--- config.mk ---
export PLATFORM = sky130hd
export DESIGN_NAME = branch_redirect_ctrl
export DESIGN_NICKNAME = d
export VERILOG_FILES = /design/src/rtl/branch_redirect_ctrl.sv
export SDC_FILE = /design/constraint.sdc
export NUM_CORES = 1
export LEC_CHECK = 0
export ABC_AREA = 1
export CORE_MARGIN = 2
export CORE_UTILIZATION = 44
export DETAILED_ROUTE_END_ITERATION = 6
export HOLD_SLACK_MARGIN = 0.06
export PLACE_DENSITY = 0.81
export SLEW_MARGIN = 5
export SYNTH_ARGS = -nofsm -noshare
export SYNTH_HDL_FRONTEND = slang
export SYNTH_SLANG_ARGS = --single-unit
export TNS_END_PERCENT = 100
--- constraint.sdc ---
create_clock -name clk -period 1.4 [get_ports clk]
set_input_delay 0.21 -clock clk [delete_from_list [all_inputs] [get_ports clk]]
set_output_delay 0.21 -clock clk [all_outputs]
set_load 0.02 [all_outputs]
--- src/rtl/branch_redirect_ctrl.sv ---
// Front-end redirect sequencer: issues a taken-branch redirect with zero latency, holds it until fetch accepts,
// then drops FETCH_LAT stale fetch responses; redirect_valid stays asserted while fetch_ready is low.
module branch_redirect_ctrl #(
  parameter int FETCH_LAT = 2,
  parameter int CNT_W     = 32
) (
  input  logic             clk,
  input  logic             rstn,
  input  logic             ex_valid,
  input  logic             ex_stall,
  input  logic             jump_en,
  input  logic [31:0]      jump_target,
  input  logic             fetch_ready,
  output logic             redirect_valid,
  output logic [31:0]      redirect_pc,
  output logic             misalign,
  output logic             flush_if,
  output logic             flush_id,
  output logic             drop_resp,
  output logic             busy,
  output logic [CNT_W-1:0] taken_cnt,
  output logic [CNT_W-1:0] wait_cnt
);

  typedef enum logic [1:0] {
    IDLE  = 2'd0,
    WAIT  = 2'd1,
    DRAIN = 2'd2
  } state_t;

  localparam logic [3:0] DRAIN_LOAD = 4'(FETCH_LAT);

  state_t      state;
  logic [31:0] pend_pc;
  logic [3:0]  drain_cnt;
  logic        ex_fire;
  logic [31:0] tgt_aligned;

  // A stalled branch only fires on its first unstalled cycle.
  assign ex_fire     = ex_valid & ~ex_stall & jump_en;
  assign tgt_aligned = {jump_target[31:2], 2'b00};
  assign busy        = (state != IDLE);

  always_comb begin
    redirect_valid = 1'b0;
    redirect_pc    = pend_pc;
    misalign       = 1'b0;
    flush_if       = 1'b0;
    flush_id       = 1'b0;
    drop_resp      = 1'b0;
    case (state)
      IDLE: begin
        if (ex_fire) begin
          redirect_valid = 1'b1;
          redirect_pc    = tgt_aligned;
          misalign       = |jump_target[1:0];
          flush_if       = 1'b1;
          flush_id       = 1'b1;
        end
      end
      WAIT: begin
        redirect_valid = 1'b1;
        flush_if       = 1'b1;
        flush_id       = 1'b1;
      end
      DRAIN: begin
        drop_resp = 1'b1;
      end
      default: begin
      end
    endcase
  end

  always_ff @(posedge clk or negedge rstn) begin
    if (!rstn) begin
      state     <= IDLE;
      pend_pc   <= '0;
      drain_cnt <= '0;
      taken_cnt <= '0;
      wait_cnt  <= '0;
    end else begin
      case (state)
        IDLE: begin
          if (ex_fire) begin
            pend_pc <= tgt_aligned;
            if (fetch_ready) begin
              state     <= DRAIN;
              drain_cnt <= DRAIN_LOAD;
              taken_cnt <= taken_cnt + CNT_W'(1);
            end else begin
              state <= WAIT;
            end
          end
        end
        WAIT: begin
          // Younger EX instructions are wrong-path here, so ex_fire is ignored.
          if (wait_cnt != {CNT_W{1'b1}}) wait_cnt <= wait_cnt + CNT_W'(1);
          if (fetch_ready) begin
            state     <= DRAIN;
            drain_cnt <= DRAIN_LOAD;
            taken_cnt <= taken_cnt + CNT_W'(1);
          end
        end
        DRAIN: begin
          if (drain_cnt <= 4'd1) begin
            state     <= IDLE;
            drain_cnt <= '0;
          end else begin
            drain_cnt <= drain_cnt - 4'd1;
          end
        end
        default: state <= IDLE;
      endcase
    end
  end

endmodule
==> results of run 1 <==
final timing paths:
path	start	to	cells after the start	slack (ns)
setup / recovery	state[1]	redirect_pc[29]	8	-0.51
hold / removal	rstn	wait_cnt[15]	2	0.28
setup reg to reg	state[1]	wait_cnt[21]	12	-0.31
hold reg to reg	pend_pc[13]	pend_pc[13]	2	0.47
max in group asynchronous	rstn	wait_cnt[7]	3	0.60
min in group clk	jump_target[13]	pend_pc[13]	3	0.41
layer usage:
layer | part of all wire | global-route usage
met1 | 0.39 | 0.344
met2 | 0.51 | 0.490
met3 | 0.060 | 0.0611
met4 | 0.042 | 0.133
met5 | 0 | 0
cell type report:
type | instances | area share
multi-input combinational | 539 | 0.345
sequential | 102 | 0.288
timing repair buffer | 285 | 0.287
inverter | 64 | 0.0286
clock buffer | 11 | 0.0280
tap | 147 | 0.0204
clock inverter | 5 | 0.00360
per-stage QoR:
| stage | util | power, W | TNS [ns] |
|---|---|---|---|
| 3_3_place_gp | 0.659 | 0.00883 | -44.67 |
| 4_1_cts | 0.739 | 0.0120 | -20.19 |
| 3_5_place_dp | 0.659 | 0.00894 | -48.89 |
| 6_report | 0.758 | 0.0126 | -25.66 |
| 5_1_grt | 0.758 | 0.0132 | -31.52 |
| 2_1_floorplan | - | 0.00638 | -1.55 |
flip-flops by register name (all words and copies together), names as in the netlist:
register / count
wait_cnt: 32
state: 2
taken_cnt: 32
drain_cnt: 4
pend_pc: 32
cell families after synthesis:
logic type                 count (synthesis)  share of synthesized area
buffers and inverters                     78                     0.0634
and+or+nand+nor                          494                      0.389
DFF                                      102                      0.481
AOI/OAI and AO/OA                         16                     0.0177
xor gates and xnor gates                  24                     0.0396
adders and majority gates                  4                    0.00943
repair_timing:
| action | 4_1_cts | 5_1_grt |
|---|---|---|
| endpoints found under the hold margin | 80 | 0 |
| gates cloned | 7 | 0 |
| pin swaps | 33 | 49 |
| hold buffers | 1 | 0 |
| resized for setup | 440 | 138 |
| buffers inserted | 31 | 18 |
| endpoints found under the setup margin | 167 | 151 |
cell usage in the layout (no fill, tap or decap), types with 13 or more instances in the layout:
| cell type | instances |
|---|---|
| dfrtp_1 | 65 |
| buf_2 | 16 |
| nand2_2 | 76 |
| inv_1 | 54 |
| nor2_2 | 30 |
| nand2_1 | 223 |
| clkbuf_2 | 14 |
| buf_6 | 51 |
| clkdlybuf4s50_1 | 36 |
| nand4_1 | 18 |
| nor2_1 | 51 |
| buf_4 | 125 |
| nand3_1 | 27 |
| dlygate4sd2_1 | 23 |
| dfrtp_2 | 37 |
| nor2_4 | 24 |
| nand3_2 | 13 |
power breakdown:
group          switching (W)  internal (W)
sequential          0.000415       0.00362
combinational        0.00322       0.00289
clock                0.00118       0.00131
==> flow_metrics.tcl, run 1 <==
set metrics [dict create \
    status "finished, violations left" \
    violations "setup timing" \
    syn_area_sq_mm 0.00531 \
    htreeDepth 3 \
    cp_slowest_cell "dfrtp_1" \
    syn-num-nets 760 \
    dieWidth_microns 114 \
    wl_per_cell_microns 16.8 \
    placed_area_sq_mm 0.00785 \
    path_cells "nor2_2 -> inv_2 -> nor2_4 -> inv_4 -> buf_8 -> nand2_1 -> nand2_2 -> buf_4" \
    critPathLaunchType "register" \
    track_usage 0.285 \
    rsz0062_at_grt "true" \
    clk_path_buf_depth 2 \
    grt_pass1_vias 5918 \
    worst_slew_pin_slew_ns 0.312 \
    leakage_nw 4.27 \
    worst_skew_pair.late_latency_ns 0.36 \
    core_sq_mm 0.0119 \
    io_pins 140 \
    max_cap_violations 0 \
    ys_ff_latch 102 \
    fin_ws_ns -0.506 \
    setup_violations 98 \
    numPortBuffers 139 \
    grt_max_degree 39 \
    holdWs_ns 0.282 \
    ant_nets 0 \
    ys_types 26 \
    cp_data_required_time_ns 1.19 \
    clock_sinks 102 \
    vdd_drop_max_mv 1.26 \
    diodes 0 \
    max_freq_ghz 0.525 \
    synthTopCellsByArea "dfrtp_1 48%, nand2_1 22%, nor2_1 6.6%" \
    path_buf_inv 4 \
    vias 6027 \
    synth_edf_count 0 \
    netlist.area_leader.share 0.481 \
    synthCells 718 \
    drt_first_pass_iters 5 \
    slew_headroom 0.791 \
    critical_path_class "reg2out" \
    placedCellCount 1087 \
    cts_tree "built" \
    yosysSeqAreaShare 0.481 \
    final.min_clock_period_ns 1.91 \
    multiInputGateArea_sq_mm 0.00311 \
    die_area_sq_mm 0.0130 \
    hold_violations 0 \
    layout.nets 1043 \
    yosys-top-cells-count "305 x nand2_1, 102 x dfrtp_1, 93 x nor2_1" \
    cts_buffers 9 \
    grt_pass1_wl_mm 28.9 \
    async_flop_share 1.00 \
    syn2layout_area_growth_pct 70.1 \
    synth_area_per_cell_sq_um 7.39 \
    cp_top_family "buffers and inverters" \
    layout.cell_area.non_filler_sq_mm 0.00903 \
    post-place-ws_ns -0.813 \
    finalWirelength_mm 19.4 \
    finalClockSkew_ns 0.00894 \
    fp-row-count 40 \
    yosysMostFrequentCell "nand2_1" \
    layout-drive-gt1-share 0.453 \
    cpPeakStageDelay_ns 0.41 \
    yosysTopAreaCell "dfrtp_1" \
    path_max_fanout 13 \
    synth_flop_cell "dfrtp_1" \
    start_util 0.446 \
    power.density_mw_per_mm2 1400 \
    cp.arrival_ns 1.70 \
    seqCellArea_sq_mm 0.00260 \
    die_h_microns 114 \
    grt-ovfl-total 0 \
    viasPerCell 5.23 \
    finalWeightedCongestion 0.872 \
    drtIter0Drc 454 \
    fin_cells 1153 \
    slew_viol_final 0 \
    drc 0 \
    fin_crit_sh 1.36 \
    clk_pin_slew_ns 0.08 \
    antenna_found_initial 0 \
    hold_class "in2async" \
    yosys_warnings 0 \
    endpoint_kind "output port" \
    dp_hpwl_mm 11.5 \
    fillers 804 \
    ctsRootBufferMaster "clkbuf_16" \
]
(Power assumes the default switching activity.)
==> inputs of run 2 (changes only) <==
Settings changed: CAP_MARGIN from default to 20.
==> results of run 2 <==
No change in the layout: final DEF, timing and power equal those of run 1.
